===== config.mk =====
export PLATFORM = sky130hd
export DESIGN_NAME = branch_cond_resolver
export DESIGN_NICKNAME = d
export VERILOG_FILES = /design/src/rtl/branch_cond_resolver_pkg.sv /design/src/rtl/branch_fifo.sv /design/src/rtl/branch_cond_resolver.sv
export SDC_FILE = /design/constraint.sdc
export NUM_CORES = 1
export LEC_CHECK = 0
export ABC_AREA = 1
export CORE_MARGIN = 5
export CORE_UTILIZATION = 39
export CTS_BUF_LIST = sky130_fd_sc_hd__clkbuf_4 sky130_fd_sc_hd__clkbuf_8
export DETAILED_ROUTE_END_ITERATION = 10
export HOLD_SLACK_MARGIN = 0.06
export PLACE_DENSITY = 0.65
export SETUP_SLACK_MARGIN = 0.15
export SLEW_MARGIN = 20
export SYNTH_ARGS = -nofsm -noshare
export SYNTH_HDL_FRONTEND = slang
export SYNTH_SLANG_ARGS = --single-unit

===== constraint.sdc =====
create_clock -name clock_i -period 15 [get_ports clock_i]
set_input_delay 3 -clock clock_i [delete_from_list [all_inputs] [get_ports clock_i]]
set_output_delay 3 -clock clock_i [all_outputs]
set_load 0.005 [all_outputs]

===== src/rtl/branch_cond_resolver_pkg.sv =====
// branch_cond_resolver_pkg: shared FSM encoding, B-form body field offsets and branch unit constants
package branch_cond_resolver_pkg;
    typedef enum logic [1:0] {
        S_IDLE    = 2'd0,
        S_RESOLVE = 2'd1,
        S_PRESENT = 2'd2
    } state_t;
    localparam int OPC_BRANCH     = 16;
    localparam int BRANCH_UNIT_ID = 6;
    localparam int BODY_W         = 28;
    // Body fields use big-endian numbering: field bit 0 sits at the body MSB.
    localparam int BO_MSB = 27;
    localparam int BO_LSB = 23;
    localparam int BI_MSB = 22;
    localparam int BI_LSB = 18;
    localparam int BD_MSB = 17;
    localparam int BD_LSB = 2;
    localparam int AA_POS = 1;
    localparam int LK_POS = 0;
    localparam int BD_W   = BD_MSB - BD_LSB + 1;
endpackage


===== src/rtl/branch_fifo.sv =====
// branch_fifo: circular input buffer; a full buffer still takes a push when it is popped in the same cycle
module branch_fifo #(
    parameter int width = 8,
    parameter int depth = 2
) (
    input  logic             clock,
    input  logic             reset_n,
    input  logic             push,
    input  logic             pop,
    input  logic [width-1:0] wdata,
    output logic [width-1:0] rdata,
    output logic             empty,
    output logic             full
);
    localparam int aw = depth > 1 ? $clog2(depth) : 1;
    localparam int cw = $clog2(depth + 1);
    logic [width-1:0] mem [depth];
    logic [aw-1:0]    wr_ptr;
    logic [aw-1:0]    rd_ptr;
    logic [cw-1:0]    count;
    logic             do_push;
    logic             do_pop;
    function automatic logic [aw-1:0] inc(input logic [aw-1:0] p);
        return p == aw'(depth - 1) ? '0 : p + aw'(1);
    endfunction
    assign empty   = count == '0;
    assign full    = count == cw'(depth);
    assign do_pop  = pop && !empty;
    assign do_push = push && (!full || do_pop);
    assign rdata   = mem[rd_ptr];
    always_ff @(posedge clock) begin
        if (do_push) mem[wr_ptr] <= wdata;
    end
    always_ff @(posedge clock) begin
        if (!reset_n) begin
            wr_ptr <= '0;
            rd_ptr <= '0;
            count  <= '0;
        end else begin
            if (do_push) wr_ptr <= inc(wr_ptr);
            if (do_pop) rd_ptr <= inc(rd_ptr);
            count <= count + cw'(do_push) - cw'(do_pop);
        end
    end
endmodule


===== src/rtl/branch_cond_resolver.sv =====
// branch_cond_resolver: buffers decoded B-form branches and resolves CTR/CR condition, target and LR
module branch_cond_resolver
    import branch_cond_resolver_pkg::*;
#(
    parameter int addressWidth            = 64,
    parameter int PidSize                 = 20,
    parameter int TidSize                 = 16,
    parameter int instructionCounterWidth = 64,
    parameter int instMinIdWidth          = 7,
    parameter int opcodeSize              = 6,
    parameter int bodyWidth               = BODY_W,
    parameter int BranchUnitID            = BRANCH_UNIT_ID,
    parameter int fifoDepth               = 2
) (
    input  logic                               clock_i,
    input  logic                               reset_i,
    input  logic                               enable_i,
    input  logic [opcodeSize-1:0]              instructionOpcode_i,
    input  logic [addressWidth-1:0]            instructionAddress_i,
    input  logic [2:0]                         functionalUnitType_i,
    input  logic [instructionCounterWidth-1:0] instMajId_i,
    input  logic [instMinIdWidth-1:0]          instMinId_i,
    input  logic                               is64Bit_i,
    input  logic [PidSize-1:0]                 instPid_i,
    input  logic [TidSize-1:0]                 instTid_i,
    input  logic [bodyWidth-1:0]               instructionBody_i,
    input  logic [31:0]                        crValue_i,
    input  logic                               ctrWrite_i,
    input  logic [addressWidth-1:0]            ctrWriteData_i,
    output logic                               stall_o,
    output logic                               valid_o,
    input  logic                               ready_i,
    output logic                               taken_o,
    output logic [addressWidth-1:0]            target_o,
    output logic                               lrWrite_o,
    output logic [addressWidth-1:0]            lr_o,
    output logic [addressWidth-1:0]            ctr_o,
    output logic [instructionCounterWidth-1:0] majId_o,
    output logic [instMinIdWidth-1:0]          minId_o,
    output logic [PidSize-1:0]                 pid_o,
    output logic [TidSize-1:0]                 tid_o,
    output logic                               invalid_o
);
    localparam int entry_w = opcodeSize + 3 + addressWidth + instructionCounterWidth + instMinIdWidth
                           + 1 + PidSize + TidSize + bodyWidth;
    state_t                             state;
    state_t                             state_next;
    logic                               pop;
    logic                               resolve;
    logic                               fifo_empty;
    logic [entry_w-1:0]                 fifo_rdata;
    logic [opcodeSize-1:0]              w_opcode;
    logic [2:0]                         w_fu;
    logic [addressWidth-1:0]            w_addr;
    logic [instructionCounterWidth-1:0] w_maj;
    logic [instMinIdWidth-1:0]          w_min;
    logic                               w_is64;
    logic [PidSize-1:0]                 w_pid;
    logic [TidSize-1:0]                 w_tid;
    logic [bodyWidth-1:0]               w_body;
    logic [addressWidth-1:0]            ctr;
    logic [addressWidth-1:0]            lr;
    logic                               bo0, bo1, bo2, bo3;
    logic                               bo_hint_unused;
    logic [4:0]                         bi;
    logic [BD_W-1:0]                    bd;
    logic [addressWidth-1:0]            disp;
    logic [addressWidth-1:0]            ctr_new;
    logic                               ctr_ok;
    logic                               cond_ok;
    logic                               taken;
    logic                               entry_ok;
    logic [addressWidth-1:0]            seq_addr;
    logic [addressWidth-1:0]            target;
    function automatic logic [addressWidth-1:0] mode_mask(input logic is64, input logic [addressWidth-1:0] a);
        return is64 ? a : {{(addressWidth - 32){1'b0}}, a[31:0]};
    endfunction
    branch_fifo #(
        .width(entry_w),
        .depth(fifoDepth)
    ) u_fifo (
        .clock  (clock_i),
        .reset_n(reset_i),
        .push   (enable_i),
        .pop    (pop),
        .wdata  ({instructionOpcode_i, functionalUnitType_i, instructionAddress_i, instMajId_i,
                  instMinId_i, is64Bit_i, instPid_i, instTid_i, instructionBody_i}),
        .rdata  (fifo_rdata),
        .empty  (fifo_empty),
        .full   (stall_o)
    );
    always_ff @(posedge clock_i) state <= !reset_i ? S_IDLE : state_next;
    always_comb begin
        state_next = state;
        case (state)
            S_IDLE:    if (!fifo_empty) state_next = S_RESOLVE;
            S_RESOLVE: if (!ctrWrite_i) state_next = entry_ok ? S_PRESENT : S_IDLE;
            S_PRESENT: if (ready_i) state_next = S_IDLE;
            default:   state_next = S_IDLE;
        endcase
    end
    always_comb begin
        pop     = state == S_IDLE && !fifo_empty;
        resolve = state == S_RESOLVE && !ctrWrite_i;
    end
    assign bo0            = w_body[BO_MSB];
    assign bo1            = w_body[BO_MSB-1];
    assign bo2            = w_body[BO_MSB-2];
    assign bo3            = w_body[BO_MSB-3];
    // BO[4] is only a static prediction hint and has no effect on resolution.
    assign bo_hint_unused = w_body[BO_LSB];
    assign bi             = w_body[BI_MSB:BI_LSB];
    assign bd             = w_body[BD_MSB:BD_LSB];
    assign disp           = {{(addressWidth - BD_W){bd[BD_W-1]}}, bd};
    assign ctr_new        = bo2 ? ctr : ctr - addressWidth'(1);
    assign ctr_ok         = bo2 | ((w_is64 ? |ctr_new : |ctr_new[31:0]) ^ bo3);
    assign cond_ok        = bo0 | (crValue_i[5'd31 - bi] == bo1);
    assign taken          = ctr_ok & cond_ok;
    assign entry_ok       = w_opcode == opcodeSize'(OPC_BRANCH) && w_fu == 3'(BranchUnitID);
    assign seq_addr       = w_addr + addressWidth'(4);
    assign target         = mode_mask(w_is64, taken ? (w_body[AA_POS] ? disp : w_addr + disp) : seq_addr);
    assign lr_o           = lr;
    assign ctr_o          = ctr;
    always_ff @(posedge clock_i) begin
        if (pop) {w_opcode, w_fu, w_addr, w_maj, w_min, w_is64, w_pid, w_tid, w_body} <= fifo_rdata;
    end
    always_ff @(posedge clock_i) begin
        if (!reset_i) begin
            ctr       <= '0;
            lr        <= '0;
            valid_o   <= 1'b0;
            taken_o   <= 1'b0;
            target_o  <= '0;
            lrWrite_o <= 1'b0;
            majId_o   <= '0;
            minId_o   <= '0;
            pid_o     <= '0;
            tid_o     <= '0;
            invalid_o <= 1'b0;
        end else begin
            if (ctrWrite_i) ctr <= ctrWriteData_i;
            else if (resolve && entry_ok) ctr <= ctr_new;
            if (resolve && entry_ok && w_body[LK_POS]) lr <= mode_mask(w_is64, seq_addr);
            invalid_o <= resolve && !entry_ok;
            if (resolve && entry_ok) begin
                valid_o   <= 1'b1;
                taken_o   <= taken;
                target_o  <= target;
                lrWrite_o <= w_body[LK_POS];
                majId_o   <= w_maj;
                minId_o   <= w_min;
                pid_o     <= w_pid;
                tid_o     <= w_tid;
            end else if (state == S_PRESENT && ready_i) begin
                valid_o <= 1'b0;
            end
        end
    end
endmodule


==> results of run 1 <==
==> flip-flops by register name, indices dropped and copies added, names as in the netlist, 20 cells and up <==
| name | cells |
|---|---|
| u_fifo.mem | 416 |
| pid_o | 20 |
| lr_o | 64 |
| w_maj | 64 |
| w_addr | 64 |
| w_body | 27 |
| ctr_o | 64 |
| target_o | 64 |
| majId_o | 64 |
| w_pid | 20 |
==> tightest hold or removal path, stage by stage, from the launching register on <==
cell and delay [ns]:
edfxtp_1 0.32, nor2_1 0.04, nor2_1 0.08
==> cells by family (layout without fill, tap and decap cells) <==
| logic type | after synthesis | in the layout | share of synthesized area |
|---|---|---|---|
| AOI/OAI and AO/OA | 612 | 612 | 0.0786 |
| muxes | 8 | 8 | 0.00188 |
| and+or+nand+nor | 2507 | 2507 | 0.242 |
| xor gates and xnor gates | 98 | 98 | 0.0202 |
| other | 0 | 16 | 0 |
| adders and majority gates | 68 | 68 | 0.0202 |
| DFF | 933 | 933 | 0.586 |
| buffers and inverters | 551 | 1287 | 0.0509 |
==> per-stage QoR <==
| step | power (mW) | setup WS [ns] | utilization | hold WS, ns | std cells |
|---|---|---|---|---|---|
| 4_1_cts | 9.58 | 9.13 | 0.491 | 0.461 | 6926 |
| 3_3_place_gp | 7.12 | 8.20 | 0.460 | 0.439 | 6645 |
| 5_1_grt | 10.2 | 8.78 | 0.492 | 0.478 | 6934 |
| 6_report | 9.55 | 9.15 | 0.492 | 0.446 | 6943 |
| 2_1_floorplan | 5.99 | 2.37 | - | 0.422 | 4777 |
| 3_5_place_dp | 7.14 | 8.19 | 0.460 | 0.450 | 6645 |
==> layer usage <==
| metal | share of wire | vias to the layer above | wire [um] |
|---|---|---|---|
| li1 | - | 17200 | - |
| met2 | 0.46 | 1179 | 65700 |
| met4 | 0.028 | 16 | 4000 |
| met1 | 0.42 | 16500 | 59400 |
| met5 | 0.00091 | - | 129 |
| met3 | 0.090 | 215 | 12700 |
==> final cells by class <==
class,count,area [um2]
flip-flops and latches,933,24900
clock inverters,41,482
inverters,366,1400
diodes,16,40.0
fillers,10200,55100
multi-input cells,3293,15500
clock buffers,240,2920
repair buffers,640,6390
well taps,1414,1770
==> power breakdown <==
group	leakage (nW)	internal [mW]	switching [mW]
combinational	10.9	1.03	2.51
clock	1.79	1.35	1.06
sequential	8.40	3.30	0.300
total	21.1	5.68	3.87
==> final timing paths <==
check                  start            to  slack (ns)  depth (start not counted)
setup reg to reg  w_body[25]  target_o[26]       10.58                         22
setup / recovery  ctrWrite_i      lr_o[34]        9.15                         11
hold reg to reg     w_pid[0]      pid_o[0]        0.45                          2
hold / removal      w_pid[0]      pid_o[0]        0.45                          2
==> placed cells by master, fill, tap and decap left out, drive strengths merged, types with 25 or more instances in the layout <==
cell type	n
nand2	1476
edfxtp	624
clkdlybuf4s50	610
nor2	595
inv	371
dfxtp	309
nand3	284
o21ai	240
clkbuf	240
a21oi	233
xor2	73
ha	67
a31oi	66
nor3	57
or2	41
nand4	31
buf	30
clkinv	29
xnor2	25
==> results.yml, run 1 <==
grt:
  overflow: 0
  first_global_vias: 34200
  antenna_found_initial: 24
  met3_usage: 0.0714
  track_usage: 0.238
  met2_usage: 0.386
  grt_first_pass_wirelength_mm: 210
  grt_use_met1: 0.308
  grt-busiest-layer: "met2"
  grt_max_degree: 200
power_and_ir_drop:
  p_leak_nw: 21.1
  vdd.ir_drop.worst_mv: 0.121
  powerDensity_mw_per_mm2: 179
timing:
  hold_viol: 0
  period_needed_ns: 5.85
  worstMarginPinSlew_ns: 1.15
  slew_headroom: 0.237
  fin_crit_sh: 0.390
  fin_worst_skew_ns: 0.0547
  fmax_mhz: 171
  setup_viol: 0
  finalSetupTns_ns: 0
  slew_viol_final: 0
  rsz0062_at_grt: "no"
synthesis:
  yosys.area.top_type_share: 0.441
  synth_edf_count: 624
  synthFlopType: "edfxtp_1"
  async_reset_ff_frac: 0
  synth.most_common_cell: "nand2_1"
  netlist_area_mm2: 0.0425
  synth_seq_cells: 933
  synth_top_area_cell: "edfxtp_1"
  synth.distinct_cells: 54
  synthTopCellsByArea: "edfxtp_1 (44%), dfxtp_1 (15%), nand2_1 (13%)"
  synth_nets: 5155
  yosys_warnings: 0
  syn-mean-instance-area_um2: 8.90
  yosysSeqAreaShare: 0.586
  syn_inst: 4777
  ys_top_cells_by_count: "nand2_1 (1464), edfxtp_1 (624), nor2_1 (566)"
placed_design:
  place_congestion: 0.942
  portBuffers: 612
  place_area_mm2: 0.0499
  post-dp-hpwl_mm: 102
detailed_routing:
  viasPerCell: 5.05
  vias: 35100
  drtIter0Drc: 2363
  drc: 0
  antenna_left: 0
  routed_wirelength_mm: 142
  routedWlPerCell_um: 20.4
  drtPass1Iterations: 5
run_status:
  run_status: "finished clean"
critical_path:
  cpLargestDelayFamily: "buffers and inverters"
  required_ns: 15.71
  cp_slowest_stage_delay_ns: 0.97
  worst_path_max_delay_cell: "clkinv_1"
  critPathMaxFanout: 75
  crit_path_start_kind: "primary input"
  crit_type: "in2reg"
  cp_data_arrival_time_ns: 6.57
  end_kind: "flip-flop"
  crit_buf_inv: 6
  path_cells: "buf_2 > buf_4 > nor3_1 > inv_1 > nor2_4 > inv_6 > nor2_4 > buf_4 > clkinv_1 > a2bb2oi_1 > nor2_1"
clocking:
  ctsLongestPathBuffers: 3
  cts_tree: "done"
  root_buffer: "clkbuf_8"
  cts_made_buffers: 154
  cts_resized: 0
  cts_setup_buffers: 0
  holdBufCountCts: 0
  insertion_delay_ns: 0.86
  htreeDepth: 4
  clk_pin_slew_ns: 0.06
  numClockSinks: 933
die:
  dieWidth_um: 340
  io_pins: 614
  die_height_um: 340
  placementRows: 121
  die_area_mm2: 0.116
  coreArea_mm2: 0.109
  initial_utilization: 0.392
cells_and_area:
  finalNetCount: 5766
  area_growth_pct: 25.6
  final_area_mm2: 0.0534
  drive_gt1_frac: 0.0733
run:
  cap_violations: 0
worst_hold_path:
  hold_path_class: "reg2reg"
No activity file was read; power rests on OpenSTA's default activity.
==> inputs of run 2 (changes only) <==
--- a/config.mk
+++ b/config.mk
@@ -11,7 +11,7 @@
 export CTS_BUF_LIST = sky130_fd_sc_hd__clkbuf_4 sky130_fd_sc_hd__clkbuf_8
 export DETAILED_ROUTE_END_ITERATION = 10
 export HOLD_SLACK_MARGIN = 0.06
-export PLACE_DENSITY = 0.65
+export PLACE_DENSITY = 0.68
 export SETUP_SLACK_MARGIN = 0.15
 export SLEW_MARGIN = 20
 export SYNTH_ARGS = -nofsm -noshare
==> constraint.sdc (replaced) <==
create_clock -name clock_i -period 4.8 [get_ports clock_i]
set_input_delay 0.96 -clock clock_i [delete_from_list [all_inputs] [get_ports clock_i]]
set_output_delay 0.96 -clock clock_i [all_outputs]
set_load 0.005 [all_outputs]
==> results.yml, run 2 (synthesized netlist as in run 1, its figures left out) <==
run_status:
  run_status: "finished clean"
power_and_ir_drop:
  powerDensity_mw_per_mm2: 558
  vdd.ir_drop.worst_mv: 0.491
  p_leak_nw: 21.2
critical_path:
  crit_type: "reg2reg"
  cpLargestDelayFamily: "compound AO/OA/AOI/OAI gates"
  end_kind: "flip-flop"
  cp_data_arrival_time_ns: 4.52
  regToRegSetupSlack_ns: 0.95
  path_cells: "ha_1 > inv_1 > o21ai_0 > nor2_1 > o21ai_0 > a21oi_1 > o21ai_0 > nand4_1 > nand2_1 > nand2_1 > a31oi_1 > nand3_1 > nand3_1 > a21oi_1"
  critPathMaxFanout: 5
  worst_path_max_delay_cell: "o21ai_0"
  required_ns: 5.47
  crit_path_start_kind: "flip-flop"
  crit_top_cell: "o21ai_0"
  cp_slowest_stage_delay_ns: 0.72
  crit_buf_inv: 1
timing:
  rsz0062_at_grt: "no"
  hold_viol: 0
  period_needed_ns: 3.85
  fin_worst_skew_ns: 0.0590
  worstMarginPinSlew_ns: 1.17
  hold_ws_ns: 0.450
  slew_viol_final: 0
  setup_viol: 0
  slew_headroom: 0.217
  fmax_mhz: 260
  fin_crit_sh: 0.802
die:
  coreArea_mm2: 0.109
  initial_utilization: 0.392
  die_area_mm2: 0.116
  dieWidth_um: 340
  die_height_um: 340
  placementRows: 121
  io_pins: 614
grt:
  overflow: 0
  grt_max_degree: 163
  grt-busiest-layer: "met2"
  grt_use_met1: 0.307
  met2_usage: 0.391
  grt_first_pass_wirelength_mm: 213
  first_global_vias: 34400
  track_usage: 0.240
  met3_usage: 0.0698
  antenna_found_initial: 35
cells_and_area:
  finalNetCount: 5785
  drive_gt1_frac: 0.0778
  final_common_cell: "nand2_1"
  final_util: 0.494
  largest_reg_flops: 416
  regMostFlops: "u_fifo.mem"
  layout_common_cells: "nand2_1 (1463), edfxtp_1 (624), clkdlybuf4s50_1 (610)"
  area_growth_pct: 26.2
placed_design:
  portBuffers: 612
  post-dp-hpwl_mm: 105
  place_congestion: 0.940
detailed_routing:
  routedWlPerCell_um: 20.5
  drc: 0
  drtPass1Iterations: 6
  viasPerCell: 5.06
  drtIter0Drc: 2600
  vias: 35300
  routed_wirelength_mm: 143
  antenna_left: 0
clocking:
  cts_tree: "done"
  clk_pin_slew_ns: 0.06
  insertion_delay_ns: 0.87
  numClockSinks: 933
  root_buffer: "clkbuf_8"
  ctsLongestPathBuffers: 3
  cts_setup_buffers: 0
  cts_resized: 0
  cts_made_buffers: 155
  htreeDepth: 4
  holdBufCountCts: 0
run:
  cap_violations: 0
worst_hold_path:
  hold_path_class: "reg2reg"
[run 2: through the flow]
stage / worst slack, ns / instances / power (mW) / cell area (um2) / TNS (ns)
3_5_place_dp: 1.06 / 6664 / 22.4 / 50200 / 0
4_1_cts: 1.04 / 6953 / 30.0 / 53600 / 0
3_3_place_gp: 1.08 / 6664 / 22.3 / 50200 / 0
2_1_floorplan: -2.15 / 4777 / 18.4 / 42500 / -892.39
6_report: 0.950 / 6978 / 29.9 / 53700 / 0
5_1_grt: 0.766 / 6968 / 31.9 / 53600 / 0
[run 2: final cells by class]
| type | instances | area, um2 |
|---|---|---|
| antenna | 25 | 62.6 |
| clock buffer | 243 | 2900 |
| clock inverter | 46 | 472 |
| fill | 10200 | 54900 |
| inverter | 366 | 1400 |
| multi-input combinational | 3293 | 15500 |
| sequential | 933 | 24900 |
| tap | 1414 | 1770 |
| timing repair buffer | 658 | 6640 |
[run 2: worst paths after layout]
| kind | startpoint | endpoint | depth (start not counted) |
|---|---|---|---|
| hold / removal | u_fifo.count[1] | u_fifo.count[1] | 1 |
| setup reg to reg | w_addr[9] | target_o[62] | 14 |
| setup / recovery | w_addr[9] | target_o[62] | 14 |
| hold reg to reg | u_fifo.count[1] | u_fifo.count[1] | 1 |
[run 2: power breakdown]
group,internal (mW),switching [mW]
Clock,4.15,3.36
Combinational,3.33,7.89
Sequential,10.3,0.923
[run 2: worst register-to-register path: cells and delay by family, from the launching register on]
family                   cells  cell delay [ns]
adder cells (fa/ha/maj)      1             0.40
AND/OR/NAND/NOR              6             0.87
AO/OA/AOI/OAI                6             1.90
flip-flops                   1             0.48
buffers and inverters        1             0.07
[run 2: per-layer routing]
metal,routed length [um],part of all wire
met1,60000,0.42
met2,66800,0.47
met3,11900,0.083
met4,4380,0.031
met5,79,0.00055
